## config.mk

```make
export PLATFORM = sky130hd
export DESIGN_NAME = fetch_decode_unit_flat
export DESIGN_NICKNAME = d
export VERILOG_FILES = /design/src/rtl/cpu_pkg.sv /design/src/rtl/fetch_decode_unit_if.sv /design/src/rtl/program_counter.sv /design/src/rtl/fetch_decode_unit.sv /design/src/flat_wrapper.sv
export SDC_FILE = /design/constraint.sdc
export NUM_CORES = 1
export LEC_CHECK = 0
export CORE_MARGIN = 3
export CORE_UTILIZATION = 42
export DETAILED_ROUTE_END_ITERATION = 16
export PLACE_DENSITY = 0.74
export SLEW_MARGIN = 20
export SYNTH_ARGS = -nofsm -noshare
export SYNTH_HDL_FRONTEND = slang
export SYNTH_SLANG_ARGS = --single-unit
```

## constraint.sdc

```tcl
create_clock -name clk -period 2.4 [get_ports clk]
set_clock_uncertainty 0.15 [all_clocks]
set_input_delay 0.36 -clock clk [delete_from_list [all_inputs] [get_ports clk]]
set_output_delay 0.36 -clock clk [all_outputs]
set_load 0.05 [all_outputs]
```

## src/rtl/cpu_pkg.sv

```systemverilog
// rtl/cpu_pkg.sv - shared CPU types: FSM states, instruction field layout, field widths
package cpu_pkg;

  localparam int OPCODE_W   = 3;
  localparam int REG_ADDR_W = 2;

  // Instruction layout: [7:5] opcode, [4:3] rd, [2:1] rs, [0] reserved
  localparam int OPC_MSB  = 7;
  localparam int OPC_LSB  = 5;
  localparam int RD_MSB   = 4;
  localparam int RD_LSB   = 3;
  localparam int RS_MSB   = 2;
  localparam int RS_LSB   = 1;
  localparam int RSVD_BIT = 0;

  typedef enum logic [1:0] {
    IDLE   = 2'd0,
    FETCH  = 2'd1,
    DECODE = 2'd2,
    EXEC   = 2'd3
  } state_t;

endpackage

```

## src/rtl/fetch_decode_unit_if.sv

```systemverilog
// rtl/fetch_decode_unit_if.sv - instruction-memory request/valid bus
interface fetch_decode_unit_if #(
  parameter int ADDR_W  = 8,
  parameter int INSTR_W = 8
);
  logic               req;
  logic [ADDR_W-1:0]  addr;
  logic               valid;
  logic [INSTR_W-1:0] data;

  modport master (output req, output addr, input valid, input data);
  modport slave  (input req, input addr, output valid, output data);
endinterface

```

## src/rtl/program_counter.sv

```systemverilog
// rtl/program_counter.sv - program counter with reset value and wrapping increment
module program_counter #(
  parameter int ADDR_W   = 8,
  parameter int RESET_PC = 0
) (
  input  logic              clk,
  input  logic              rst,
  input  logic              en,
  output logic [ADDR_W-1:0] pc
);

  // Advance by one when enabled; wraps naturally at 2^ADDR_W
  always_ff @(posedge clk or posedge rst) begin
    if (rst) begin
      pc <= ADDR_W'(RESET_PC);
    end else if (en) begin
      pc <= pc + 1'b1;
    end
  end

endmodule

```

## src/rtl/fetch_decode_unit.sv

```systemverilog
// rtl/fetch_decode_unit.sv - instruction fetch/decode stage: PC, IR, FETCH/DECODE/EXEC sequencing
module fetch_decode_unit
  import cpu_pkg::*;
#(
  parameter int ADDR_W   = 8,
  parameter int INSTR_W  = 8,
  parameter int RESET_PC = 0,
  parameter int TIMEOUT  = 15
) (
  input  logic                  clk,
  input  logic                  rst,
  input  logic                  run,
  fetch_decode_unit_if.master   imem,
  output logic [OPCODE_W-1:0]   opcode,
  output logic [REG_ADDR_W-1:0] rd_addr,
  output logic [REG_ADDR_W-1:0] rs_addr,
  output logic                  instr_valid,
  output logic                  wb_en,
  output logic [ADDR_W-1:0]     pc,
  output logic                  busy,
  output logic                  err
);

  // Last count value before a fetch is declared timed out
  localparam logic [7:0] TMO_LAST = 8'(TIMEOUT - 1);

  state_t             state;
  logic [INSTR_W-1:0] ir;
  logic [7:0]         tmo_cnt;
  logic               req_q;
  logic               unused_rsvd;

  program_counter #(
    .ADDR_W   (ADDR_W),
    .RESET_PC (RESET_PC)
  ) u_pc (
    .clk (clk),
    .rst (rst),
    .en  (state == EXEC),
    .pc  (pc)
  );

  // pc only changes in EXEC, so the address is stable for the whole fetch
  assign imem.req  = req_q;
  assign imem.addr = pc;

  assign opcode      = ir[OPC_MSB:OPC_LSB];
  assign rd_addr     = ir[RD_MSB:RD_LSB];
  assign rs_addr     = ir[RS_MSB:RS_LSB];
  assign unused_rsvd = ir[RSVD_BIT];
  assign busy        = (state != IDLE);

  // Instruction sequencer; IR, request, strobes and error are all registered here
  always_ff @(posedge clk or posedge rst) begin
    if (rst) begin
      state       <= IDLE;
      ir          <= '0;
      tmo_cnt     <= '0;
      req_q       <= 1'b0;
      instr_valid <= 1'b0;
      wb_en       <= 1'b0;
      err         <= 1'b0;
    end else begin
      instr_valid <= 1'b0;
      wb_en       <= 1'b0;
      case (state)
        IDLE: begin
          if (run && !err) begin
            state   <= FETCH;
            req_q   <= 1'b1;
            tmo_cnt <= '0;
          end
        end
        FETCH: begin
          if (imem.valid) begin
            ir    <= imem.data;
            req_q <= 1'b0;
            state <= DECODE;
          end else if (tmo_cnt == TMO_LAST) begin
            err   <= 1'b1;
            req_q <= 1'b0;
            state <= IDLE;
          end else begin
            tmo_cnt <= tmo_cnt + 8'd1;
          end
        end
        DECODE: begin
          state       <= EXEC;
          instr_valid <= 1'b1;
          wb_en       <= 1'b1;
        end
        EXEC: begin
          if (run) begin
            state   <= FETCH;
            req_q   <= 1'b1;
            tmo_cnt <= '0;
          end else begin
            state <= IDLE;
          end
        end
        default: state <= IDLE;
      endcase
    end
  end

endmodule

```

## src/flat_wrapper.sv

```systemverilog
// flat-port wrapper written by rule: the top's interface ports become plain ports
module fetch_decode_unit_flat import cpu_pkg::*;
#(
  parameter int ADDR_W   = 8,
  parameter int INSTR_W  = 8,
  parameter int RESET_PC = 0,
  parameter int TIMEOUT  = 15
)
  (clk, rst, run, opcode, rd_addr, rs_addr, instr_valid, wb_en, pc, busy, err, imem_req, imem_addr, imem_valid, imem_data);
  fetch_decode_unit_if #(.ADDR_W(ADDR_W), .INSTR_W(INSTR_W)) imem_i ();
  input  logic clk;
  input  logic rst;
  input  logic run;
  output logic [OPCODE_W-1:0] opcode;
  output logic [REG_ADDR_W-1:0] rd_addr;
  output logic [REG_ADDR_W-1:0] rs_addr;
  output logic instr_valid;
  output logic wb_en;
  output logic [ADDR_W-1:0] pc;
  output logic busy;
  output logic err;
  output wire logic [$bits(imem_i.req)-1:0] imem_req;
  output wire logic [$bits(imem_i.addr)-1:0] imem_addr;
  input wire logic [$bits(imem_i.valid)-1:0] imem_valid;
  input wire logic [$bits(imem_i.data)-1:0] imem_data;
  assign imem_req = imem_i.req;
  assign imem_addr = imem_i.addr;
  assign imem_i.valid = imem_valid;
  assign imem_i.data = imem_data;
  fetch_decode_unit #(.ADDR_W(ADDR_W), .INSTR_W(INSTR_W), .RESET_PC(RESET_PC), .TIMEOUT(TIMEOUT)) u_core (.clk(clk), .rst(rst), .run(run), .imem(imem_i), .opcode(opcode), .rd_addr(rd_addr), .rs_addr(rs_addr), .instr_valid(instr_valid), .wb_en(wb_en), .pc(pc), .busy(busy), .err(err));
endmodule
```

After elaboration in Yosys (flattened, before gate mapping). Index checks and enable logic that the tools add are counted.

Bits of input ports: 12. Output and inout port bits: 28. Word-level logic and storage cells: 45. Register bits after elaboration: 29.

Muxes and demuxes: 16. Bitwise gates (word level): 1. Eq/ne operators: 9. Add/subtract/negate cells: 2. Reductions and logical operators: 10.

Operators with widths (count): 8-bit 2-to-1 mux (4); 8-bit case mux with 3 select lines (1); 8-bit by 1-bit adder with 8-bit output, second input constant (2); 8-bit by 4-bit equality test with 1-bit output, second input constant (1); 2-bit case mux with 4 select lines (1); 1-bit 2-to-1 mux (6); 2-bit 2-to-1 mux (3); 2-bit != test, second input constant (3); 5-bit AND reduction (1); 2-bit equality test, second input constant (2); 2-bit AND reduction (2); 4-bit AND reduction (1); 3-bit by 2-bit != test with 1-bit output, second input constant (1); 1-bit case mux with 3 select lines (1); 3-bit AND reduction (1); 3-bit nonzero test (1); 2-bit by 1-bit equality test with 1-bit output, second input constant (1); 2-bit zero test (1); 2-bit by 1-bit != test with 1-bit output, second input constant (1); 2-bit nonzero test (1); 1-bit logical AND (1); 1-bit zero test (1); 1-bit NOT (1).

Logic depth before layout (Yosys ltp).
Depth in word-level cells: 4. Depth in mapped cells: 6. Depth with buffers taken out: 6.

By module. A second synthesis with hierarchy kept.

Cell total of the unflattened synthesis: 124. Area total of the unflattened synthesis: 1452.6 um^2.

Modules (own cells, without submodules): fetch_decode_unit (instances 1, cells each 97, area an instance 1107.3 um^2); program_counter (instances 1, cells each 27, area an instance 345.3 um^2).

Worst setup path before layout. OpenSTA, ideal clock, no wires.

Kind: reg-to-reg. Start point: reg u_core.tmo_cnt[0]. End point: reg u_core.tmo_cnt[1]. Arrival time: 1.969 ns. Path buffers: 0. Cell stages (with the launch flop): 7. Data required time: 2.125 ns. Setup slack: 0.155 ns. Cells stage by stage: dfrtp_1 inv_1 ha_1 or3b_4 or4_1 o211a_4 mux2_4.

Cells in the longest elaborated chain, start to end: 4. Elaborated cells between the ends (all ways): 7. Those cells by class: 1 x add/sub; 2 x eq/ne; 3 x mux; 1 x reduce/logical.

Ends and longest elaborated chain: start: declaration (RTL line fetch_decode_unit.sv:29) `logic [7:0] tmo_cnt;`; start signal: assignment (RTL line fetch_decode_unit.sv:84) `tmo_cnt <= tmo_cnt + 8'd1;`; 8-bit by 1-bit adder with 8-bit output (RTL line fetch_decode_unit.sv:84); 8-bit 2-to-1 mux (RTL line fetch_decode_unit.sv:79) `end else if (tmo_cnt == TMO_LAST) begin`; 8-bit 2-to-1 mux (RTL line fetch_decode_unit.sv:75) `if (imem.valid) begin`; 8-bit case mux with 3 select lines (RTL line fetch_decode_unit.sv:66) `case (state)`.

Several ways; a longest one is shown, not always the timed one. The select of a mux whose other input is x is not followed. A chain may end at the register's enable or synchronous reset.

Final worst setup path. Same ends and word-level chain as after synthesis.

==> out/metrics.yaml <==
drv_cap: 0
slowest_stage: "or4_1"
regArea_um2: 700.7
synth_common_cells: "dfrtp_1, nand2_1, buf_4"
cp.arrival_ns: 2.36
reg2reg_slack_ns: 0.13
synthFlopType: "dfrtp_1"
period_minus_slack_ns: 2.274
place_area_um2: 1789
clk_latency_ns: 0.33
status: "completed"
area_growth_pct: 33.88
ant_nets: 0
cts_root_buffer: "clkbuf_4"
cp-end-kind: "flop"
die_w_um: 63.27
fmax_ghz: 0.4398
synth.top_cell.area_share_pct: 50.86
yosysSeqAreaShare_pct: 50.86
start_kind: "flop"
worstRegToRegCells: 6
synth_top_cell_by_area: "dfrtp_1"
hold_viol: 0
syn_area_per_cell_um2: 11.20
antenna_found_initial: 0
synth_nets: 138
synth_warnings: 0
tns_ns: 0
grt_use_total_pct: 15.21
layout_worst_path_cycle_share_pct: 94.75
dieArea_um2: 4003
numCtsBuffers: 3
cts_tree: "built"
initial_core_util_pct: 44.40
viasPerCell: 5.254
cp_max_fo: 8
cp_slowest_stage_delay_ns: 0.43
path_depth: 6
total_leakage_power_nw: 0.7953
grt_max_degree: 29
drv_slew: 0
drt_iter0_drc: 43
drive_gt1_share_pct: 15.53
worst_r2r_startpoint: "u_core.tmo_cnt[0]$_DFFE_PP0P_"
critical_path_required_ns: 2.49
cts-htree-levels: 1
hold_class: "primary input to asynchronous set/reset pin"
post-synth-top-count-cell: "dfrtp_1"
fillCellCount: 279
via_count: 1077
synth_area_um2: 1378
dpl.hpwl_um: 2208
regToRegEndpoint: "u_core.tmo_cnt[1]$_DFFE_PP0P_"
route.met3.wl_um: 140
io_pins: 40
routed.top_layer: "met4"
cts_sinks: 28
power.total_w: 0.002552
synthDistinctLibCells: 39
grt_pass1_vias: 1065
path_buf_inv: 1
ir_drop_mv: 0.7605
rsz0062_at_grt: "false"
synth-edff-count: 0
dieHeight_um: 63.27
grt_first_pass_wirelength_um: 4843
wl_met1_um: 1293
async_flop_share_pct: 100.0
hold_ws_ns: 0.2204
wire_per_inst_um: 14.47
routabilityCongestion: 0.7574
multi_input_area_um2: 574.3
drc_errors: 0
worstMarginPinSlew_ns: 0.5321
cts.reportedPaths.clkPinSlew_ns: 0.15
nNetsFinal: 177
diodes: 0
design_area_um2: 1844
ys_seq_elements: 28
met2_length_um: 1500
routed_wl_um: 2967
cts_setup_buffers: 0
path_delay_family: "simple AND/OR/NAND/NOR gates"
cp_cell_sequence: "inv_1 -> ha_1 -> or3b_4 -> or4_1 -> o211a_4 -> mux2_4"
rows: 20
relSlewSlack_pct: 64.06
synth_cells: 123
core_area_um2: 3103
io_buffers: 38
first_pass_iters: 6
clockBufferDepth: 2
grt.overflow.total: 0
p_per_area_nw_per_um2: 1384
synth.area.top_cells: "dfrtp_1, mux2_2, buf_4, xnor2_1, ha_1"
setup_viol: 0
critical_path_class: "flop to flop"
-- logic make-up after synthesis --
logic type / Yosys count / synth area share [%]
muxes: 10 / 8.356
xor gates and xnor gates: 7 / 4.451
adders and majority gates: 3 / 2.725
buffers and inverters: 18 / 7.447
and+or+nand+nor: 36 / 14.63
AOI/OAI and AO/OA: 21 / 11.54
DFF: 28 / 50.86
-- layer usage --
| layer | up-vias | track usage (%) |
|---|---|---|
| met4 | 0 | 4.582 |
| met1 | 526 | 18.69 |
| met2 | 39 | 27.01 |
| met3 | 4 | 2.852 |
| li1 | 508 | - |
| met5 | - | 0 |
-- worst max path at each step --
stage	startpoint	end	slack, ns
final	u_core.tmo_cnt[0]$_DFFE_PP0P_	u_core.tmo_cnt[1]$_DFFE_PP0P_	0.13
after global routing	u_core.tmo_cnt[0]$_DFFE_PP0P_	u_core.tmo_cnt[1]$_DFFE_PP0P_	0.04
after CTS	u_core.state[0]$_DFFE_PP0P_	busy	0.05
after detailed placement	u_core.tmo_cnt[0]$_DFFE_PP0P_	u_core.tmo_cnt[1]$_DFFE_PP0P_	0.15
after global placement	u_core.tmo_cnt[0]$_DFFE_PP0P_	u_core.tmo_cnt[1]$_DFFE_PP0P_	0.16
after floorplan	u_core.tmo_cnt[0]$_DFFE_PP0P_	u_core.tmo_cnt[1]$_DFFE_PP0P_	0.16
-- cell type report --
type	count	area share (%)
multi-input combinational	77	31.14
tap	44	2.985
sequential	28	37.99
timing repair buffer	45	23.61
clock buffer	3	1.221
inverter	7	1.425
clock inverter	1	1.628
-- registers in the layout, summed over array words and instances (netlist names), named ones only --
name / flops
u_core.state: 1
u_core.imem.req: 1
u_core.u_pc.pc: 8
u_core.instr_valid: 1
u_core.err: 1
u_core.ir: 7
u_core.tmo_cnt: 8
-- worst reg2reg max path, stage by stage (launching register included) --
cell and delay [ns]:
dfrtp_1 0.41, inv_1 0.06, ha_1 0.13, or3b_4 0.40
or4_1 0.43, o211a_4 0.31, mux2_4 0.30
-- where the power goes --
part	leakage (nW)	internal [W]	switching, W	total, W
logic	0.410	0.000546	0.000926	0.00147
clock network	0.0279	0.000169	0.000144	0.000313
registers	0.357	0.000618	0.000148	0.000767
-- per-stage QoR --
stage | utilization, % | std cells | worst slack (ns)
floorplan | - | 123 | 0.1555
global placement | 57.66 | 201 | 0.1634
detailed placement | 57.66 | 201 | 0.1519
CTS | 59.35 | 205 | 0.04538
global route | 59.44 | 205 | 0.04450
finish | 59.44 | 205 | 0.1261
-- placed cells by master, fill, tap and decap left out, types with 2 or more instances in the layout --
cell type        instances
o211ai_1                 3
and4_1                   2
a21oi_1                  3
inv_1                    7
buf_4                    7
a31oi_1                  2
nand3_1                  7
nor2_1                   3
mux2_2                   8
ha_1                     3
clkdlybuf4s50_1         37
or3_1                    2
o221ai_1                 2
xor2_1                   2
o21ai_0                  4
nand2_1                 10
clkbuf_4                 3
dfrtp_1                 28
and3_1                   2
xnor2_1                  5
-- timing repair --
item	CTS	global route
hold buffers	0	0
hold endpoints to repair	0	0
resized for setup	0	1
endpoints found under the setup margin	0	1
(Power assumes the default switching activity.)
